$ cat src/rtl/instr_prefetch_queue.sv
// instr_prefetch_queue: reads instruction words from ROM ahead of execution and presents two-word commands.
// Optional build macro IPQ_STATS_EN adds saturating redirect/stall statistics outputs.
module instr_prefetch_queue #(
  parameter int DATA_W = 14,
  parameter int ADDR_W = 12,
  parameter int DEPTH  = 4
) (
  input  logic              clk,
  input  logic              reset,
  input  logic              fetch_en,
  output logic              rom_rd,
  output logic [ADDR_W-1:0] rom_addr,
  input  logic [DATA_W-1:0] rom_data,
  output logic              cmd_valid,
  input  logic              cmd_ready,
  output logic [DATA_W-1:0] cmd_word0,
  output logic [DATA_W-1:0] cmd_word1,
  output logic [ADDR_W-1:0] cmd_addr,
  input  logic              redir_en,
  input  logic [ADDR_W-1:0] redir_addr
`ifdef IPQ_STATS_EN
  ,
  output logic [15:0]       stat_redir,
  output logic [15:0]       stat_stall
`endif
);
  localparam int PTR_W = $clog2(DEPTH);
  localparam int CNT_W = $clog2(DEPTH + 1);

  typedef enum logic [1:0] {ST_IDLE, ST_FETCH, ST_FLUSH} state_e;

  state_e              state_q, state_d;
  logic [ADDR_W-1:0]   pc_q, pc_d;
  logic [CNT_W-1:0]    count_q, count_d;
  logic [PTR_W-1:0]    head_q, head_d, tail_q, tail_d;
  logic                inflight_q, inflight_d;
  logic [ADDR_W-1:0]   infl_addr_q, infl_addr_d;

  logic [DATA_W-1:0]   data_mem [DEPTH];
  logic [ADDR_W-1:0]   addr_mem [DEPTH];

  logic                pop, push;
  logic [CNT_W:0]      cnt_eff, occupancy, cnt_next;
  logic [PTR_W-1:0]    head_p1;

  // NOTE: every signal written here gets a default first so no latch can be inferred.
  always_comb begin
    state_d = state_q;
    case (state_q)
      ST_IDLE:  if (fetch_en) state_d = ST_FETCH;
      ST_FETCH: if (!fetch_en) state_d = ST_IDLE;
      ST_FLUSH: state_d = fetch_en ? ST_FETCH : ST_IDLE;
      default:  state_d = ST_IDLE;
    endcase
    if (redir_en) state_d = ST_FLUSH;

    cmd_valid = (count_q >= CNT_W'(2)) && (state_q != ST_FLUSH);
    pop       = cmd_valid && cmd_ready && !redir_en;
    push      = inflight_q && !redir_en;

    // Space is reserved for the word already in flight, crediting a pop happening this cycle.
    cnt_eff   = pop ? ({1'b0, count_q} - (CNT_W+1)'(2)) : {1'b0, count_q};
    occupancy = cnt_eff + {{CNT_W{1'b0}}, inflight_q};
    rom_rd    = (state_q == ST_FETCH) && !redir_en && (occupancy < (CNT_W+1)'(DEPTH));
    rom_addr  = pc_q;

    cnt_next    = cnt_eff + {{CNT_W{1'b0}}, push};
    count_d     = cnt_next[CNT_W-1:0];
    head_d      = pop  ? head_q + PTR_W'(2) : head_q;
    tail_d      = push ? tail_q + PTR_W'(1) : tail_q;
    pc_d        = rom_rd ? pc_q + ADDR_W'(1) : pc_q;
    inflight_d  = rom_rd;
    infl_addr_d = pc_q;

    if (redir_en) begin
      count_d    = '0;
      head_d     = '0;
      tail_d     = '0;
      pc_d       = redir_addr;
      inflight_d = 1'b0;
    end
  end

  // NOTE: sequential state uses non-blocking assignments so all registers update from pre-edge values.
  always_ff @(posedge clk) begin
    if (reset) begin
      state_q     <= ST_IDLE;
      pc_q        <= '0;
      count_q     <= '0;
      head_q      <= '0;
      tail_q      <= '0;
      inflight_q  <= 1'b0;
      infl_addr_q <= '0;
    end else begin
      state_q     <= state_d;
      pc_q        <= pc_d;
      count_q     <= count_d;
      head_q      <= head_d;
      tail_q      <= tail_d;
      inflight_q  <= inflight_d;
      infl_addr_q <= infl_addr_d;
    end
  end

  // NOTE: queue storage is not reset; occupancy is tracked by count_q and outputs are masked when invalid.
  always_ff @(posedge clk) begin
    if (push) begin
      data_mem[tail_q] <= rom_data;
      addr_mem[tail_q] <= infl_addr_q;
    end
  end

  assign head_p1   = head_q + PTR_W'(1);
  assign cmd_word0 = cmd_valid ? data_mem[head_q]  : '0;
  assign cmd_word1 = cmd_valid ? data_mem[head_p1] : '0;
  assign cmd_addr  = cmd_valid ? addr_mem[head_q]  : '0;

`ifdef IPQ_STATS_EN
  logic [15:0] stat_redir_q, stat_stall_q;

  always_ff @(posedge clk) begin
    if (reset) begin
      stat_redir_q <= '0;
      stat_stall_q <= '0;
    end else begin
      if (redir_en && (stat_redir_q != 16'hFFFF)) stat_redir_q <= stat_redir_q + 16'd1;
      if (cmd_ready && !cmd_valid && (stat_stall_q != 16'hFFFF)) stat_stall_q <= stat_stall_q + 16'd1;
    end
  end

  assign stat_redir = stat_redir_q;
  assign stat_stall = stat_stall_q;
`endif
endmodule
$ cat config.mk
export PLATFORM = sky130hd
export DESIGN_NAME = instr_prefetch_queue
export DESIGN_NICKNAME = d
export VERILOG_FILES = /design/src/rtl/instr_prefetch_queue.sv
export SDC_FILE = /design/constraint.sdc
export NUM_CORES = 1
export LEC_CHECK = 0
export BUFFER_PORTS_ARGS = -buffer_cell sky130_fd_sc_hd__buf_4
export CAP_MARGIN = 40
export CORE_AREA = 4 4 98 100
export CTS_CLUSTER_DIAMETER = 120
export DETAILED_ROUTE_END_ITERATION = 8
export DIE_AREA = 0 0 102 104
export PLACE_DENSITY = 0.75
export SYNTH_ARGS = -nofsm -noshare
export SYNTH_HDL_FRONTEND = slang
export SYNTH_SLANG_ARGS = --single-unit
$ cat constraint.sdc
create_clock -name clk -period 2.4 [get_ports clk]
set_input_delay 0.48 -clock clk [delete_from_list [all_inputs] [get_ports clk]]
set_output_delay 0.48 -clock clk [all_outputs]
set_load 0.005 [all_outputs]
==> results.ini, run 1 <==
[status]
outcome = finished clean

[sta]
final-max-slew-violation-count = 0
rsz0062_at_grt = false
slew_headroom_pct = 59.7
fmax_ghz = 0.433
setup_tns_ns = 0
whs_ns = 0.167
fin_skew_ns = 0.00980
setup_violations = 0
finalCritPeriodShare_pct = 96.2
fin_ws_ns = 0.0910
min_period_ns = 2.31
hold_viol = 0
worst_slew_pin_slew_ns = 0.600

[detailed_routing]
viasPerCell = 5.15
post_drt_wl_per_cell_um = 16.3
num_vias = 2890
drtPass1Iterations = 4
final_antenna_net_count = 0
drc_errors = 0
drt_first_iter_violations = 94
wl_um = 9150

[run]
cap_violations = 0

[floorplan]
core_um2 = 8680
die_h_um = 104
die_w_um = 102
die_area_um2 = 10600
floorplan.initialDensity_pct = 54.0
ioPinCount = 85
num_rows = 34

[yosys]
synth_seq_cells = 114
yosysWarnings = 0
synth-main-ff-cell = edfxtp_1
synth_area_leaders = edfxtp_1 51%, dfxtp_1 15%, mux2i_1 9.0%
syn_inst = 340
avgSynthCellArea_um2 = 13.8
synth_top_area_cell = edfxtp_1
syn-num-nets = 379
synth_top_cell_area_share_pct = 51.3
netlist_area_um2 = 4680
synth_edf_count = 80
ys_seq_area_share_pct = 65.8
async_reset_ff_share_pct = 0
synth_cell_types = 41

[setup_path]
criticalPathCategory = flip-flop to output port
path_cells = nand3b_1, a2111oi_4, nor3_4, buf_4
cp-end-kind = output port
cp_slowest_cell = a2111oi_4
critPathArrivalTime_ns = 1.83
startpoint_type = flip-flop
cp_num_buf_inv = 1
path_delay_family = compound AO/OA/AOI/OAI gates
cpPeakStageDelay_ns = 0.47
cp_max_fo = 5
worstPathRequired_ns = 1.92

[clock_network]
cts_tree = built
path_clk_slew_ns = 0.06
root_buffer = clkbuf_8
numCtsBuffers = 17
clkSinkCount = 114
htreeDepth = 4
cts_hold_buffers = 0
clock_latency_ns = 0.51
clockBufferDepth = 2

[place]
place_ws_ns = 0.231
io_buffers = 84
routabilityCongestion = 0.816
hpwlAfterDp_um = 6020
place_inst = 525

[layout]
final_layout_size_suffix_gt1_share_pct = 33.1
syn2layout_area_growth_pct = 29.3
fin_cells = 561
nets = 479
antenna_cells = 0

[global_routing]
grt_start_max_net_pins = 34
first_global_vias = 2907
grt_overflow_total = 0
antenna_found_initial = 0
grt_pass1_wl_um = 14600
grt_use_total_pct = 18.2

[pwr]
p_leak_nw = 2.25
power-per-cell-area_nw_per_um2 = 753
total_power_w = 0.00456
ir_worst_vdd_uv = 535

[min_path]
hp-class = input pin to flip-flop

==> cell type report <==
type                    count  area, um^2
well taps                 108         135
fillers                   605        2630
clock buffers              22         463
repair buffers             99         756
flip-flops and latches    114        3090
multi-input cells         196        1480
inverters                  12        45.0
clock inverters            10        85.1
==> registers in the layout (all words and copies together) (netlist names), named ones only <==
name and flops:
addr_mem 24, state_q 2, count_q 3, head_q 1
data_mem 56, rom_addr 12, tail_q 2, inflight_q 1
infl_addr_q 12
==> what timing repair did <==
item,CTS,global route
endpoints found under the hold margin,0,0
setup endpoints to repair,42,2
resized for setup,6,2
setup buffers,4,0
pin swaps,4,1
==> per-stage QoR <==
stage               util [%]  area, um^2
finish                  69.8        6050
global route            69.8        6050
CTS                     69.6        6040
detailed placement      62.8        5450
global placement        62.8        5450
floorplan                  -        4680
==> placed cells by master (no fill, tap or decap), types with 5 or more instances in the layout <==
master	synthesis	routed
a21oi_1	6	6
and2_1	8	8
buf_4	0	98
nor2b_1	13	13
clkbuf_16	0	16
mux2i_1	42	42
nand2_1	13	13
edfxtp_1	80	80
o21ai_1	5	5
xnor2_1	10	10
ha_1	8	7
nor2_1	48	46
dfxtp_1	34	31
inv_1	12	11
==> final timing paths <==
check                                                end                 startpoint  cells after the start  slack [ns]
worst max-delay path                              rom_rd      inflight_q$_SDFF_PP0_                      4        0.09
worst min-delay path            rom_addr[6]$_SDFFE_PP0P_              redir_addr[6]                      3        0.17
worst max register to register  rom_addr[7]$_SDFFE_PP0P_      inflight_q$_SDFF_PP0_                      7        0.39
worst min register to register  addr_mem[0][3]$_DFFE_PP_  infl_addr_q[3]$_SDFF_PP0_                      0        0.42
==> Yosys cell counts, types with 2 or more instances <==
cell type   n
edfxtp_1   80
nor2_1     48
mux2i_1    42
dfxtp_1    34
nand2_1    13
nor2b_1    13
inv_1      12
clkbuf_1   10
xnor2_1    10
and2_1      8
ha_1        8
a21oi_1     6
o21ai_1     5
buf_1       4
nand4_1     4
o21a_1      4
xor2_1      4
and4_1      3
buf_6       3
nor3_1      3
nor4_4      3
and3_1      2
nor4_2      2
or2_2       2
==> power by group <==
group / total, W / internal [W] / switching [W]
registers: 0.00215 / 0.00213 / 0.0000277
logic: 0.000136 / 0.0000749 / 0.0000613
clock network: 0.00226 / 0.00144 / 0.000824
==> cell families (layout without fill, tap and decap cells) <==
kind of cell / count (synthesis) / count (layout) / synth area share [%]
XOR/XNOR: 14 / 14 / 2.62
AO/OA/AOI/OAI: 21 / 21 / 3.50
buffers and inverters: 30 / 143 / 2.91
adder cells (fa/ha/maj): 8 / 8 / 2.14
AND/OR/NAND/NOR: 111 / 111 / 14.0
multiplexers: 42 / 42 / 8.98
flip-flops: 114 / 114 / 65.8
==> per-layer routing <==
layer	vias up	track usage [%]	part of all wire (%)
met3	9	5.50	5.1
met4	0	6.94	0.62
met1	1403	22.9	43
li1	1406	-	-
met5	-	0	0
met2	72	29.2	51
==> tightest hold or removal path: cells and delay by family <==
family | cells | cell delay [ns]
AND/OR/NAND/NOR | 1 | 0.03
AO/OA/AOI/OAI | 1 | 0.05
buffers and inverters | 1 | 0.07
(Power assumes the default switching activity.)
==> run 2, diff against run 1 <==
Settings changed: ABC_AREA set to 1, CORE_AREA 4 4 98 100 to 4 4 97 99, DIE_AREA 0 0 102 104 to 0 0 101 103, PLACE_DENSITY 0.75 to 0.76.
==> results.ini, run 2 <==
[clock_network]
numCtsBuffers = 17  ; unchanged
path_clk_slew_ns = 0.06  ; about the same
clkSinkCount = 114  ; unchanged
clockBufferDepth = 2  ; unchanged
cts_hold_buffers = 0  ; unchanged
clock_latency_ns = 0.51  ; about the same
root_buffer = clkbuf_8
cts_tree = built
htreeDepth = 4  ; unchanged

[floorplan]
core_um2 = 8550  ; -1.5%
die_w_um = 101  ; -0.98%
num_rows = 34  ; unchanged
die_h_um = 103  ; -0.96%
floorplan.initialDensity_pct = 54.1  ; +0.15 points
die_area_um2 = 10400  ; -1.9%
ioPinCount = 85  ; unchanged

[place]
io_buffers = 84  ; unchanged
hpwlAfterDp_um = 6680  ; +11%
routabilityCongestion = 0.880  ; +7.9%
place_ws_ns = 0.383  ; +0.152 ns

[setup_path]
reg2reg_depth = 10  ; +3
cp_max_fo = 10  ; +5
startpoint_type = flip-flop
r2r_end = count_q[2]$_SDFF_PP0_
cp-end-kind = output port
worstPathRequired_ns = 1.92  ; about the same
criticalPathCategory = flip-flop to output port
ff2ff_setup_slack_ns = 0.53  ; +0.14 ns
critPathArrivalTime_ns = 1.89  ; +0.06 ns
worstReg2RegStart = count_q[1]$_SDFF_PP0_

[yosys]
yosysWarnings = 0  ; unchanged
syn-num-nets = 489  ; +29%
synth_top_cell_area_share_pct = 51.9  ; +0.62 points
avgSynthCellArea_um2 = 10.3  ; -25%
yosysMostFrequentCell = nand2_1
synth_top_area_cell = edfxtp_1
synth_area_leaders = edfxtp_1 52%, dfxtp_1 15%, nand2_1 10%
async_reset_ff_share_pct = 0  ; unchanged
ys_seq_area_share_pct = 66.6  ; +0.80 points
synth.top_cells.by_count = 125 x nand2_1, 80 x edfxtp_1, 51 x a21oi_1, 41 x nor2_1, 39 x inv_1
netlist_area_um2 = 4630  ; -1.2%
synth_edf_count = 80  ; unchanged
synth_cell_types = 26  ; -37%
synth-main-ff-cell = edfxtp_1
syn_inst = 450  ; +32%
synth_seq_cells = 114  ; unchanged

[sta]
finalCritPeriodShare_pct = 98.6  ; +2.4 points
setup_violations = 0  ; unchanged
fin_skew_ns = 0.00943  ; -0.000370 ns
fin_ws_ns = 0.0333  ; -0.0577 ns
final-max-slew-violation-count = 0  ; unchanged
fmax_ghz = 0.423  ; -2.4%
whs_ns = 0.171  ; +0.00365 ns
hold_viol = 0  ; unchanged
worst_slew_pin_slew_ns = 0.543  ; -0.0565 ns
rsz0062_at_grt = true
slew_headroom_pct = 63.6  ; +3.8 points
min_period_ns = 2.37  ; +0.0577 ns

[layout]
top_register = data_mem
largest_reg_flops = 56  ; unchanged
syn2layout_area_growth_pct = 33.2
fillers = 581  ; -4.0%
most-common-layout-cells = 123 x nand2_1, 99 x buf_4, 80 x edfxtp_1, 38 x nor2_1, 37 x inv_1
antenna_cells = 0  ; unchanged
final_layout_size_suffix_gt1_share_pct = 29.1  ; -4.0 points
nets = 596  ; +24%
final_common_cell = nand2_1
reg_top3 = data_mem: 56 flops, addr_mem: 24 flops

[detailed_routing]
num_vias = 3541  ; +23%
post_drt_wl_per_cell_um = 16.4  ; +0.64%
final_antenna_net_count = 0  ; unchanged
drc_errors = 0  ; unchanged
wl_um = 11100  ; +22%
drtPass1Iterations = 5  ; +1
drt_first_iter_violations = 154  ; +64%
viasPerCell = 5.22  ; +1.4%

[global_routing]
first_global_vias = 3477  ; +20%
grt_pass1_wl_um = 16300  ; +12%
grt_use_total_pct = 20.7  ; +2.5 points
antenna_found_initial = 0  ; unchanged
grt_start_max_net_pins = 41  ; +21%
grt_overflow_total = 0  ; unchanged

[pwr]
power-per-cell-area_nw_per_um2 = 740  ; -1.6%
total_power_w = 0.00456  ; +0.15%
p_leak_nw = 2.52  ; +12%
ir_worst_vdd_uv = 581  ; +8.6%

[min_path]
min_to = data_mem[3][7]$_DFFE_PP_
min_from = rom_data[7]
hp-class = input pin to flip-flop
min_path_cells = 1  ; -2

[run]
cap_violations = 0  ; unchanged

[status]
outcome = finished clean

-- run 2: cell families (layout without fill, tap and decap cells) --
family	after synthesis	after routing	share of synthesized area, %
DFF	114	114	66.6
adders and majority gates	8	8	2.16
buffers and inverters	58	178	5.03
and+or+nand+nor	209	209	19.4
AOI/OAI and AO/OA	61	61	6.74
-- run 2: repair_timing --
action / in CTS / in global routing
gates cloned: 0 / 4
buffers inserted: 1 / 2
pin swaps: 1 / 5
resized for setup: 5 / 27
endpoints found under the setup margin: 30 / 41
-- run 2: how the worst max path moves through the flow --
stage          cells after the start                       end             startpoint
3_5_place_dp                       7                    rom_rd               redir_en
6_report                           7              cmd_word0[9]  count_q[1]$_SDFF_PP0_
3_3_place_gp                       6                    rom_rd               redir_en
4_1_cts                            7               cmd_addr[4]  count_q[1]$_SDFF_PP0_
5_1_grt                            8                    rom_rd  count_q[1]$_SDFF_PP0_
2_1_floorplan                      3  addr_mem[0][0]$_DFFE_PP_               redir_en
-- run 2: cell type report --
type | instances | area (um^2) | share of cell area [%]
Sequential cell | 114 | 3080 | 50.1
Timing Repair Buffer | 104 | 836 | 13.6
Clock buffer | 24 | 450 | 7.31
Multi-Input combinational cell | 278 | 1410 | 22.9
Tap cell | 108 | 135 | 2.19
Inverter | 42 | 160 | 2.60
Clock inverter | 8 | 87.6 | 1.42
-- run 2: metrics by stage --
step                      area, um^2  utilization (%)  cells  TNS [ns]
after floorplan                 4630                -    450         0
after global placement          5420             63.4    639         0
after detailed placement        5420             63.4    639         0
after CTS                       5980             70.0    672         0
after global routing            6160             72.1    678     -1.08
final                           6160             72.1    678         0
-- run 2: worst max-delay path, cell delays in order, from the launching register on --
cell and delay [ns]:
dfxtp_2 0.34, inv_1 0.07, ha_2 0.21, a21oi_4 0.19, inv_4 0.11, clkbuf_16 0.19, a21oi_1 0.14, buf_4 0.13
-- run 2: layer usage --
layer / track usage [%] / share of wire (%) / up-vias
met5: 0 / 0 / -
met4: 7.77 / 1.7 / 0
met3: 6.36 / 7.2 / 20
met2: 36.1 / 52 / 154
met1: 24.2 / 39 / 1642
li1: - / - / 1725
-- run 2: power breakdown --
part           internal, W  leakage (nW)  total [W]  switching [W]
Sequential         0.00213          1.00    0.00215      0.0000224
Combinational    0.0000746          1.25   0.000160      0.0000849
Clock              0.00148         0.266    0.00225       0.000767
==> run 3, diff against run 2 <==
Settings changed: CORE_AREA 4 4 97 99 to 4 4 94 96, DIE_AREA 0 0 101 103 to 0 0 98 100, PLACE_DENSITY 0.76 to 0.8.
Clock period 2.4 ns to 3 ns, I/O delays scaled along.
==> results.ini, run 3 (synthesis gave the netlist of run 2 again) <==
[status]
outcome = finished clean

[clock_network]
root_buffer = clkbuf_8
cts_tree = built
clockBufferDepth = 2  ; unchanged
htreeDepth = 4  ; unchanged
clock_latency_ns = 0.51  ; about the same
path_clk_slew_ns = 0.06  ; about the same
numCtsBuffers = 17  ; unchanged
cts_setup_buffers = 0  ; -1
clkSinkCount = 114  ; unchanged
cts_hold_buffers = 0  ; unchanged
post_cts_resized = 0  ; -5

[setup_path]
cp_max_fo = 13  ; +3
worstPathRequired_ns = 2.40  ; +0.48 ns
cpPeakStageDelay_ns = 0.35  ; about the same
cp_slowest_cell = dfxtp_1
criticalPathCategory = flip-flop to output port
path_cells = inv_1, ha_1, a21oi_2, inv_1, buf_4, a21oi_1, buf_4
startpoint_type = flip-flop
critPathArrivalTime_ns = 2.17  ; +0.28 ns
cp-end-kind = output port

[global_routing]
antenna_found_initial = 0  ; unchanged
grt_use_total_pct = 23.6  ; +2.9 points
grt_overflow_total = 0  ; unchanged
grt_start_max_net_pins = 27  ; -34%
first_global_vias = 3670  ; +5.6%
grt_pass1_wl_um = 17900  ; +10%

[place]
io_buffers = 84  ; unchanged
routabilityCongestion = 0.893  ; +1.5%
hpwlAfterDp_um = 7070  ; +6.0%

[pwr]
clockPowerShare_pct = 50.8  ; +1.5 points
power.switching_w = 0.000805  ; -7.9%
ir_worst_vdd_uv = 462  ; -20%
p_sw_share_pct = 21.5  ; +2.3 points
p_leak_nw = 2.48  ; -1.6%
p_comb_share_pct = 3.3  ; -0.2 points
intPower_w = 0.00295  ; -20%
seqPwrFrac_pct = 45.8  ; -1.4 points
power-per-cell-area_nw_per_um2 = 628  ; -15%

[layout]
antenna_cells = 0  ; unchanged
top_register = data_mem
nets = 588  ; -1.3%
final_layout_size_suffix_gt1_share_pct = 25.1  ; -4.0 points
final_util_pct = 74.3  ; +2.2 points
largest_reg_flops = 56  ; unchanged
most-common-layout-cells = 125 x nand2_1, 96 x buf_4, 80 x edfxtp_1, 51 x a21oi_1
syn2layout_area_growth_pct = 29.3
reg_top3 = data_mem: 56 flops, addr_mem: 24 flops
final_common_cell = nand2_1

[sta]
final-max-slew-violation-count = 0  ; unchanged
worst_slew_pin_slew_ns = 0.849  ; +0.306 ns
whs_ns = 0.288  ; +0.116 ns
fmax_ghz = 0.361
finalCritPeriodShare_pct = 92.3
hold_viol = 0  ; unchanged
min_period_ns = 2.77
fin_skew_ns = 0.0110  ; +0.00158 ns
rsz0062_at_grt = false
slew_headroom_pct = 43.1  ; -21 points
setup_tns_ns = 0  ; unchanged
setup_violations = 0  ; unchanged

[floorplan]
die_area_um2 = 9800  ; -5.8%
ioPinCount = 85  ; unchanged
die_w_um = 98  ; -3.0%
die_h_um = 100  ; -2.9%
floorplan.initialDensity_pct = 57.5  ; +3.4 points
num_rows = 33  ; -2.9%
core_um2 = 8050  ; -5.8%

[detailed_routing]
wl_met3_um = 549  ; -32%
drtPass1Iterations = 5  ; unchanged
routed-wl-met2_um = 5880  ; +1.8%
drt-met1-wl_um = 4460  ; +2.4%
post_drt_wl_per_cell_um = 16.6  ; +1.0%
top_layer_used = met4
final_antenna_net_count = 0  ; unchanged
num_vias = 3544  ; +0.085%
wl_um = 11100  ; -0.64%
drt_first_iter_violations = 219  ; +42%
viasPerCell = 5.31  ; +1.7%
drc_errors = 0  ; unchanged

[run]
cap_violations = 0  ; unchanged

[min_path]
hp-class = input pin to flip-flop

-- run 3: path summary, 6_finish.rpt --
check	startpoint	endpoint	slack, ns	cells after the start
max	count_q[2]$_SDFF_PP0_	cmd_word1[5]	0.23	7
max reg2reg	inflight_q$_SDFF_PP0_	addr_mem[0][4]$_DFFE_PP_	1.17	5
min	rom_data[4]	data_mem[1][4]$_DFFE_PP_	0.29	1
min reg2reg	infl_addr_q[2]$_SDFF_PP0_	addr_mem[0][2]$_DFFE_PP_	0.43	0
-- run 3: layer usage --
metal  vias to the layer above  GRT usage [%]
met2                       121           41.6
met4                         0           9.58
met3                        14           4.66
met1                      1703           28.6
li1                       1706              -
met5                         -              0
-- run 3: area by class of cell --
class | instances | area, um^2
flip-flops and latches | 114 | 3080
fillers | 513 | 2070
multi-input cells | 278 | 1320
repair buffers | 96 | 721
clock buffers | 17 | 414
clock inverters | 15 | 158
inverters | 42 | 158
well taps | 105 | 131
-- run 3: worst max-delay path, delay by kind of cell (launching register included) --
family / cells / cell delay (ns)
buffers and inverters: 4 / 0.72
AO/OA/AOI/OAI: 2 / 0.38
flip-flops: 1 / 0.35
adder cells (fa/ha/maj): 1 / 0.21
-- run 3: power by group through the flow --
stage	clock [W]	combinational (W)	sequential, W
global placement	0	0.000118	0.00175
floorplan	0	0.0000520	0.00175
CTS	0.00193	0.000125	0.00172
finish	0.00191	0.000126	0.00172
detailed placement	0	0.000123	0.00175
global route	0.00201	0.000140	0.00172
-- run 3: through the flow --
| step | power, W | setup WS [ns] | instances | instance area (um^2) |
|---|---|---|---|---|
| 2_1_floorplan | 0.00180 | 0.646 | 450 | 4630 |
| 3_3_place_gp | 0.00187 | 0.797 | 635 | 5410 |
| 3_5_place_dp | 0.00187 | 0.742 | 635 | 5410 |
| 4_1_cts | 0.00377 | 0.225 | 667 | 5980 |
| 5_1_grt | 0.00387 | 0.0748 | 667 | 5980 |
| 6_report | 0.00375 | 0.231 | 667 | 5980 |
